[config.mk]
export PLATFORM = sky130hd
export DESIGN_NAME = rect_buffer_writer
export DESIGN_NICKNAME = d
export VERILOG_FILES = /design/src/rtl/rect_buffer_pkg.sv /design/src/rtl/rect_buffer_addr_gen.sv /design/src/rtl/rect_buffer_writer.sv
export SDC_FILE = /design/constraint.sdc
export NUM_CORES = 1
export LEC_CHECK = 0
export BUFFER_PORTS_ARGS = -buffer_cell sky130_fd_sc_hd__buf_2
export CORE_MARGIN = 5
export CORE_UTILIZATION = 57
export CTS_BUF_LIST = sky130_fd_sc_hd__clkbuf_4
export DETAILED_ROUTE_END_ITERATION = 12
export HOLD_SLACK_MARGIN = 0.02
export PLACE_DENSITY_LB_ADDON = 0.2
export SLEW_MARGIN = 10
export SYNTH_ARGS = -nofsm -noshare
export SYNTH_HDL_FRONTEND = slang
export SYNTH_HIERARCHICAL = 1
export SYNTH_SLANG_ARGS = --single-unit
export TNS_END_PERCENT = 50
[constraint.sdc]
create_clock -name clk -period 8 [get_ports clk]
set_clock_uncertainty 0.05 [all_clocks]
set_input_delay 2 -clock clk [delete_from_list [all_inputs] [get_ports clk]]
set_output_delay 2 -clock clk [all_outputs]
set_load 0.005 [all_outputs]
[src/rtl/rect_buffer_pkg.sv]
// Shared definitions for the 4-bank rectangle buffer: bank geometry, writer
// states and the (x, y) -> bank / bank-address mapping used by writer and reader.
package rect_buffer_pkg;

  localparam int unsigned BANK_ADDR_W = 15;
  localparam int unsigned PIX_W       = 16;
  localparam int unsigned NUM_BANKS   = 4;

  typedef enum logic [1:0] {
    ST_IDLE,
    ST_RUN,
    ST_FLUSH,
    ST_DONE
  } wr_state_t;

  // Bank holding pixel (x0, y0) parities: {y parity, x parity}.
  function automatic logic [1:0] bank_of(input logic x0, input logic y0);
    return {y0, x0};
  endfunction

  // Address of pixel (x, y) inside its bank; ring of BUF_ROWS/2 row pairs.
  function automatic logic [BANK_ADDR_W-1:0] bank_addr(input int unsigned x,
                                                       input int unsigned y,
                                                       input int unsigned buf_rows,
                                                       input int unsigned img_width);
    int unsigned a;
    a = ((y >> 1) % (buf_rows / 2)) * (img_width / 2) + (x >> 1);
    return a[BANK_ADDR_W-1:0];
  endfunction

endpackage

[src/rtl/rect_buffer_addr_gen.sv]
// Raster x/y position tracking for two-pixel beats, plus the bank enables and
// bank address of the beat currently presented.
module rect_buffer_addr_gen
  import rect_buffer_pkg::*;
#(
  parameter int unsigned IMG_WIDTH  = 1024,
  parameter int unsigned IMG_HEIGHT = 1024,
  parameter int unsigned BUF_ROWS   = 64,
  parameter int unsigned ROW_W      = 11
) (
  input  logic                   clk,
  input  logic                   reset_n,
  input  logic                   start,
  input  logic                   step,
  output logic [ROW_W-1:0]       y_next,
  output logic                   row_end,
  output logic                   frame_end,
  output logic [NUM_BANKS-1:0]   bank_en,
  output logic [BANK_ADDR_W-1:0] addr
);

  localparam int unsigned XW = $clog2(IMG_WIDTH);

  logic [XW-1:0]    x;
  logic [XW-1:0]    x_pos;
  logic [XW-1:0]    x_nxt;
  logic [ROW_W-1:0] y;
  logic [ROW_W-1:0] y_pos;

  // A start beat is placed at the origin regardless of the running position.
  always_comb begin
    x_pos     = start ? '0 : x;
    y_pos     = start ? '0 : y;
    row_end   = (32'(x_pos) == IMG_WIDTH - 2);
    frame_end = row_end && (32'(y_pos) == IMG_HEIGHT - 1);
    x_nxt     = x;
    y_next    = y;
    if (step) begin
      x_nxt  = row_end ? '0 : x_pos + XW'(2);
      y_next = row_end ? y_pos + ROW_W'(1) : y_pos;
    end
    bank_en = '0;
    bank_en[bank_of(1'b0, y_pos[0])] = 1'b1;
    bank_en[bank_of(1'b1, y_pos[0])] = 1'b1;
    addr = bank_addr(32'(x_pos), 32'(y_pos), BUF_ROWS, IMG_WIDTH);
  end

  always_ff @(posedge clk) begin
    if (!reset_n) begin
      x <= '0;
      y <= '0;
    end else begin
      x <= x_nxt;
      y <= y_next;
    end
  end

endmodule

[src/rtl/rect_buffer_writer.sv]
// Camera-stream writer for the 4-bank rectangle buffer: registered bank writes,
// row-commit counting and ring flow control against the reader's release pointer.
module rect_buffer_writer
  import rect_buffer_pkg::*;
#(
  parameter int unsigned IMG_WIDTH  = 1024,
  parameter int unsigned IMG_HEIGHT = 1024,
  parameter int unsigned BUF_ROWS   = 64,
  parameter int unsigned ROW_W      = 11
) (
  input  logic                               clk,
  input  logic                               reset_n,
  input  logic [31:0]                        in_data,
  input  logic                               in_valid,
  output logic                               in_ready,
  input  logic                               in_sop,
  input  logic                               in_eop,
  input  logic [ROW_W-1:0]                   rows_freed,
  output logic [NUM_BANKS*BANK_ADDR_W-1:0]   write_address,
  output logic [NUM_BANKS*PIX_W-1:0]         write_writedata,
  output logic [NUM_BANKS-1:0]               write_write,
  output logic [ROW_W-1:0]                   rows_written,
  output logic                               frame_done,
  output logic                               err_sync
);

  wr_state_t                      state;
  logic                           accept;
  logic                           write_beat;
  logic                           row_end;
  logic                           frame_end;
  logic                           row_pending;
  logic                           ready_run;
  logic [ROW_W-1:0]               y_next;
  logic [NUM_BANKS-1:0]           bank_en;
  logic [BANK_ADDR_W-1:0]         addr;
  logic [NUM_BANKS*BANK_ADDR_W-1:0] addr_lanes;
  logic [NUM_BANKS*PIX_W-1:0]     data_lanes;

  assign accept     = in_valid && in_ready;
  assign write_beat = accept && (in_sop || state == ST_RUN);
  // Ready is registered, so it is judged on the row the next beat would land in.
  assign ready_run  = {1'b0, y_next} < ({1'b0, rows_freed} + (ROW_W+1)'(BUF_ROWS));

  rect_buffer_addr_gen #(
    .IMG_WIDTH (IMG_WIDTH),
    .IMG_HEIGHT(IMG_HEIGHT),
    .BUF_ROWS  (BUF_ROWS),
    .ROW_W     (ROW_W)
  ) u_addr_gen (
    .clk      (clk),
    .reset_n  (reset_n),
    .start    (in_sop),
    .step     (write_beat),
    .y_next   (y_next),
    .row_end  (row_end),
    .frame_end(frame_end),
    .bank_en  (bank_en),
    .addr     (addr)
  );

  always_comb begin
    addr_lanes = '0;
    data_lanes = '0;
    for (int unsigned b = 0; b < NUM_BANKS; b++) begin
      if (bank_en[b]) begin
        addr_lanes[BANK_ADDR_W*b +: BANK_ADDR_W] = addr;
        data_lanes[PIX_W*b +: PIX_W] = b[0] ? in_data[31:16] : in_data[15:0];
      end
    end
  end

  always_ff @(posedge clk) begin
    if (!reset_n) begin
      state           <= ST_IDLE;
      in_ready        <= 1'b0;
      write_write     <= '0;
      write_address   <= '0;
      write_writedata <= '0;
      rows_written    <= '0;
      frame_done      <= 1'b0;
      err_sync        <= 1'b0;
      row_pending     <= 1'b0;
    end else begin
      write_write     <= write_beat ? bank_en : '0;
      write_address   <= write_beat ? addr_lanes : '0;
      write_writedata <= write_beat ? data_lanes : '0;
      row_pending     <= write_beat && row_end;
      frame_done      <= 1'b0;
      err_sync        <= write_beat && ((state == ST_RUN && in_sop) || (in_eop && !frame_end));
      // A restart wins over a commit still in flight from the abandoned frame.
      if (write_beat && in_sop)
        rows_written <= '0;
      else if (row_pending)
        rows_written <= rows_written + ROW_W'(1);
      case (state)
        ST_IDLE, ST_RUN: begin
          if (write_beat) begin
            if (frame_end) begin
              state    <= ST_FLUSH;
              in_ready <= 1'b0;
            end else if (in_eop) begin
              state    <= ST_IDLE;
              in_ready <= 1'b1;
            end else begin
              state    <= ST_RUN;
              in_ready <= ready_run;
            end
          end else begin
            in_ready <= (state == ST_IDLE) ? 1'b1 : ready_run;
          end
        end
        ST_FLUSH: begin
          state      <= ST_DONE;
          frame_done <= 1'b1;
          in_ready   <= 1'b0;
        end
        ST_DONE: begin
          state    <= ST_IDLE;
          in_ready <= 1'b1;
        end
        default: begin
          state    <= ST_IDLE;
          in_ready <= 1'b0;
        end
      endcase
    end
  end

endmodule

-- Yosys cells after proc, flatten, opt, wreduce, memory -nomap -nowiden
Index checks and enable logic that the tools add are counted.
- shifts and indexed selects: 0
- equality and inequality tests: 6
- multiplexer cells: 19
- bitwise logic cells: 2
- divide/modulo/power cells: 0
- reductions and logical operators: 21
- $add $sub $neg: 5
- multipliers: 0
- $lt $le $gt $ge: 5
- operators by type and width (kind ; count):
    11-bit two-way mux ; 3
    11-bit by 1-bit adder with 11-bit output, second input constant ; 2
    10-bit two-way mux ; 2
    14-bit by 9-bit adder with 15-bit output ; 1
    11-bit by 7-bit adder with 12-bit output, second input constant ; 1
    11-bit by 12-bit < comparator with 1-bit output ; 1
    3-bit AND reduction ; 4
    11-bit by 10-bit == test with 1-bit output, second input constant ; 1
    10-bit by 2-bit adder with 10-bit output, second input constant ; 1
    10-bit == test, second input constant ; 1
    1-bit logical AND ; 10
    1-bit two-way mux ; 8
    2-bit by 3-bit < comparator with 1-bit output, second input constant ; 2
    2-bit one-hot mux with 3 select lines ; 1
    2-bit == test, second input constant ; 2
    2-bit by 1-bit >= comparator with 1-bit output, second input constant ; 2
    2-bit two-way mux ; 2
    3-bit by 4-bit OR with 4-bit output ; 1
    2-bit OR reduction ; 2
    1-bit one-hot mux with 3 select lines ; 1
    1-bit demux with 1-bit select ; 2
    2-bit by 1-bit == test with 1-bit output, second input constant ; 1
    2-bit logical NOT ; 1
    1-bit logical OR ; 2
    other kinds (4) ; 4
- memory bits (read-only): 0
- latch bits: 0
- RAM bits: 0
- memories: 0
- word-level logic and storage cells: 75
- register bits after elaboration: 166
- output and inout bits: 142
- input port bits: 48

-- Longest topological paths before layout
- depth after elaboration: 9
- gate-level depth with buffers: 14
- depth with buffers taken out: 12

-- Cells and area by module
Netlist, hierarchy kept.
- by module, submodules not included (module ; sequential area each (um^2) ; cells an instance ; area each (um^2) ; times used):
    rect_buffer_writer ; 2902.8 ; 404 ; 4623.2 ; 1
    rect_buffer_addr_gen ; 420.4 ; 182 ; 1388.8 ; 1

-- Worst setup path after synthesis
OpenSTA, ideal clock, no wires.
- path type: input to register
- from: input in_sop
- to: register in_ready
- arrival time: 4.585 ns
- data required time: 7.880 ns
- path slack: 3.295 ns
- stages: 14
- path buffers: 3
- library setup time: 0.070 ns
- path through: clkbuf_1 > clkbuf_1 > clkbuf_1 > nor2b_1 > ha_1 > and4b_1 > nand4_1 > or4_4 > nand3_1 > ha_1 > nand3_1 > nor3_1 > a211o_1 > a21oi_1
- word-level cells in the longest chain between the ends: 9
- elaborated cells on any way between the ends: 16
- classes of those cells: add/sub (1); order compare (1); eq/ne (2); mux (9); reduce/logical (3)
- ends and longest elaborated chain (what ; RTL line ; text):
    start: declaration ; rect_buffer_writer.sv:16 ; input logic in_sop,
    11-bit two-way mux / 10-bit two-way mux (equally long branches) ; rect_buffer_addr_gen.sv:33, rect_buffer_addr_gen.sv:32 ;
    11-bit by 1-bit adder with 11-bit output / 10-bit == test (equally long branches) ; rect_buffer_addr_gen.sv:40, rect_buffer_addr_gen.sv:34 ;
    11-bit two-way mux ; rect_buffer_addr_gen.sv:40 ; y_next = row_end ? y_pos + ROW_W'(1) : y_pos;
    11-bit two-way mux * ; rect_buffer_addr_gen.sv:38 ; if (step) begin
    net y_next[10] ; rect_buffer_writer.sv:34 ; logic [ROW_W-1:0] y_next;
    11-bit by 12-bit < comparator with 1-bit output * ; rect_buffer_writer.sv:43 ; assign ready_run = {1'b0, y_next} < ({1'b0, rows_freed} + (ROW_W+1)'(BUF_ROWS));
    1-bit two-way mux ; rect_buffer_writer.sv:102 ; end else if (in_eop) begin
    1-bit two-way mux ; rect_buffer_writer.sv:99 ; if (frame_end) begin
    1-bit two-way mux * ; rect_buffer_writer.sv:98 ; if (write_beat) begin
    1-bit one-hot mux with 3 select lines * ; rect_buffer_writer.sv:96 ; case (state)
    end signal: assignment ; rect_buffer_writer.sv:107 ; in_ready <= ready_run;
    end signal: assignment ; rect_buffer_writer.sv:110 ; in_ready <= (state == ST_IDLE) ? 1'b1 : ready_run;
    end: declaration ; rect_buffer_writer.sv:15 ; output logic in_ready,
Mark *: on every way through the listed nets, which the timed path passes. The rest lies on a longest branch.
A chain may end at the register's enable or synchronous reset.

-- Final worst setup path
Same ends and word-level chain as after synthesis.

==> flow_summary.yaml <==
run_status:
  status: "complete, no violations"
logic_synthesis:
  synthFlopType: "dfxtp_1"
  post-synth-top-count-cell: "dfxtp_1"
  syn_area_sq_um: 6010
  synth_cell_types: 50
  ys_ff_latch: 166
  synth_top_area_share_pct: 55.3
  ys_seq_area_share_pct: 55.3
  ys_top_cells_by_count: "dfxtp_1, and3_1, nand2_1"
  synthCells: 586
  synth_area_leaders: "dfxtp_1, and3_1, ha_1"
  yosys.area.top_type: "dfxtp_1"
  synth_nets: 648
  synth-edff-count: 0
  async_reset_ff_share_pct: 0
  avgSynthCellArea_sq_um: 10.3
  yosysWarnings: 6
power_and_ir_drop:
  sw_frac_of_total_pct: 25.5
  pwr-share-comb_pct: 3.6
  p_leak_nw: 3.94
  p_sw_mw: 0.350
  peakVddDrop_uv: 104
  p_seq_share_pct: 60.8
  power.density_nw_per_um2: 191
  internal_power_mw: 1.02
  clkPwrFrac_pct: 35.5
clock_network:
  htree_levels: 4
  cts_buffers: 17
  cts_tree: "done"
  cts_resized: 0
  clk_pin_slew_ps: 140
  ctsLongestPathBuffers: 2
  clk_latency_ps: 570
  postCtsHoldBufs: 0
  postCtsSetupBuffers: 0
  cts-root-buf: "clkbuf_4"
  cts.sinks: 166
run:
  cap_violations: 0
timing:
  rsz0062_at_grt: "no"
  hold_ws_ps: 456
  post-route-period-util_pct: 61.6
  finalMaxSlewViolations: 0
  layout_min_cycle_time_ps: 4930
  timing_hold_violations_final: 0
  tightest_slew_ps: 1130
  max_freq_ghz: 0.203
  final.setup.tns_ps: 0
  setup_viol: 0
  timing.slew.headroom_pct: 24.5
critical_path:
  cp.required_ps: 8460
  cp-end-kind: "flip-flop"
  worst-path-stages: 12
  timing.critical_path.buf_inv: 1
  timing.rr.start: "u_addr_gen/y[0]$_SDFF_PN0_"
  critPathLaunchType: "input port"
  max_stage_delay_ps: 950
  cp.arrival_ps: 5380
  cp-startpoint: "in_sop"
  endpoint: "in_ready$_SDFF_PN0_"
  cp_slowest_cell: "nor2b_4"
  path_cells: "buf_2 -> nor2b_4 -> ha_1 -> and4b_1 -> nand4_1 -> or4_4 -> nand3_1 -> ha_1 -> nand3_1 -> nor3_1 -> a211o_1 -> a21oi_1"
  worstRegToRegCells: 11
  cp_top_family: "simple AND/OR/NAND/NOR gates"
  cp_max_fo: 66
  r2r_slack_ps: 4470
  path_class: "in -> reg"
  r2r-end: "in_ready$_SDFF_PN0_"
finish:
  fin_nets: 818
  n_fill_cell: 781
  areaGrowthSynthToFinish_pct: 19.1
  drive_gt1_share_pct: 30.0
  diodes: 0
  fin_area_sq_um: 7160
global_route:
  first_global_vias: 4652
  grt-ovfl-total: 0
  antenna_found_initial: 0
  grt_pass1_wl_um: 23100
  grt_max_degree: 131
  track_usage_pct: 22.5
route:
  wl_um: 14600
  vias_per_cell: 5.32
  wl_per_cell_um: 16.1
  drtPass1Iterations: 5
  vias: 4814
  drc_errors: 0
  drt-initial-drc-count: 319
  ant_nets: 0
die:
  io_pins: 190
  rows: 37
  fp.dieW_um: 113
  die-area_sq_um: 12700
  die_y_um: 113
  initial_utilization_pct: 58.2
  core_sq_um: 10300
place:
  hpwl_um: 10200
  gp_congestion: 0.905
  port_buffers: 189
  placed_area_sq_um: 6860
hold_path:
  min_path_type: "reg -> reg"
  min_path_cells: 2
## how the worst min path moves through the flow
stage,from,to,slack (ps)
3_3_place_gp,u_addr_gen/x[0]$_SDFFE_PN0P_,u_addr_gen/x[0]$_SDFFE_PN0P_,420
5_1_grt,u_addr_gen/x[0]$_SDFFE_PN0P_,u_addr_gen/x[0]$_SDFFE_PN0P_,490
2_1_floorplan,u_addr_gen/x[0]$_SDFFE_PN0P_,u_addr_gen/x[0]$_SDFFE_PN0P_,390
6_report,u_addr_gen/y[9]$_SDFF_PN0_,u_addr_gen/y[9]$_SDFF_PN0_,460
4_1_cts,u_addr_gen/y[9]$_SDFF_PN0_,u_addr_gen/y[9]$_SDFF_PN0_,460
3_5_place_dp,u_addr_gen/y[9]$_SDFF_PN0_,u_addr_gen/y[9]$_SDFF_PN0_,440
## layout make-up
| cell class | count | area, sq um | area share, % |
|---|---|---|---|
| Clock buffer | 17 | 128 | 1.78 |
| Clock inverter | 15 | 168 | 2.34 |
| Inverter | 13 | 48.8 | 0.682 |
| Multi-Input combinational cell | 366 | 2350 | 32.9 |
| Sequential cell | 166 | 3320 | 46.4 |
| Tap cell | 136 | 170 | 2.38 |
| Timing Repair Buffer | 192 | 968 | 13.5 |
## cells in the final DEF (no fill, tap or decap), drive strengths merged, types with 2 or more instances in the layout
master | netlist | layout
a31oi | 4 | 4
a21o | 5 | 5
or4 | 3 | 3
nand4 | 7 | 7
a21oi | 13 | 13
and4b | 3 | 3
buf | 17 | 192
clkinvlp | 0 | 4
nand3 | 26 | 26
and4 | 3 | 3
nand3b | 2 | 2
dfxtp | 166 | 166
nor3 | 9 | 9
and3b | 2 | 2
o211ai | 2 | 2
clkbuf | 24 | 17
nand2b | 3 | 3
nand2 | 34 | 34
xor2 | 14 | 14
ha | 14 | 14
and3 | 133 | 133
xnor2 | 6 | 6
nand4b | 3 | 3
nor2 | 23 | 23
o21ai | 9 | 9
clkinv | 1 | 4
inv | 12 | 19
and2 | 8 | 8
nor2b | 18 | 18
mux2i | 9 | 9
## metal layers
metal / GRT usage, % / vias up / wire [um]
li1: - / 2369 / -
met5: 0 / - / 0
met2: 38.1 / 170 / 7180
met3: 7.43 / 22 / 1140
met1: 27.0 / 2253 / 6050
met4: 7.69 / 0 / 221
## metrics by stage
stage	power [mW]	utilization, %	worst slack, ps	instances
floorplan	0.881	-	3300	586
global placement	0.899	66.5	2590	873
detailed placement	0.901	66.5	2460	873
CTS	1.38	69.3	3070	905
global route	1.43	69.3	2810	905
finish	1.37	69.3	3070	905
## flip-flops by register name (all words and copies together) (netlist names), 2 cells and up
name and count:
state 2, write_write 4, rows_written 11, u_addr_gen/y 11, write_address 60, u_addr_gen/x 10, write_writedata 64
## worst reg2reg max path, stage by stage (launching register included)
cell     delay, ps
dfxtp_1        390
nor2b_4        920
ha_1           300
and4b_1        240
nand4_1        150
or4_4          450
nand3_1        100
ha_1           240
nand3_1        120
nor3_1          70
a211o_1        300
a21oi_1        130
## power groups by stage
stage          Sequential [mW]  Clock, mW  Combinational, mW
2_1_floorplan            0.852          0             0.0298
3_3_place_gp             0.851          0             0.0481
3_5_place_dp             0.851          0             0.0494
4_1_cts                  0.833      0.498             0.0498
5_1_grt                  0.834      0.539             0.0554
6_report                 0.833      0.487             0.0499
## cell families (layout without fill, tap and decap cells)
kind of cell             Yosys count  count (layout)  synth area share (%)
other                              1               1                0.0624
flip-flops                       166             166                  55.3
adder cells (fa/ha/maj)           14              14                  2.91
multiplexers                       9               9                  1.50
AND/OR/NAND/NOR                  281             281                  27.3
buffers and inverters             54             237                  5.72
XOR/XNOR                          20              20                  2.91
AO/OA/AOI/OAI                     41              41                  4.27
Note: power is estimated with default switching activity, not from simulation.
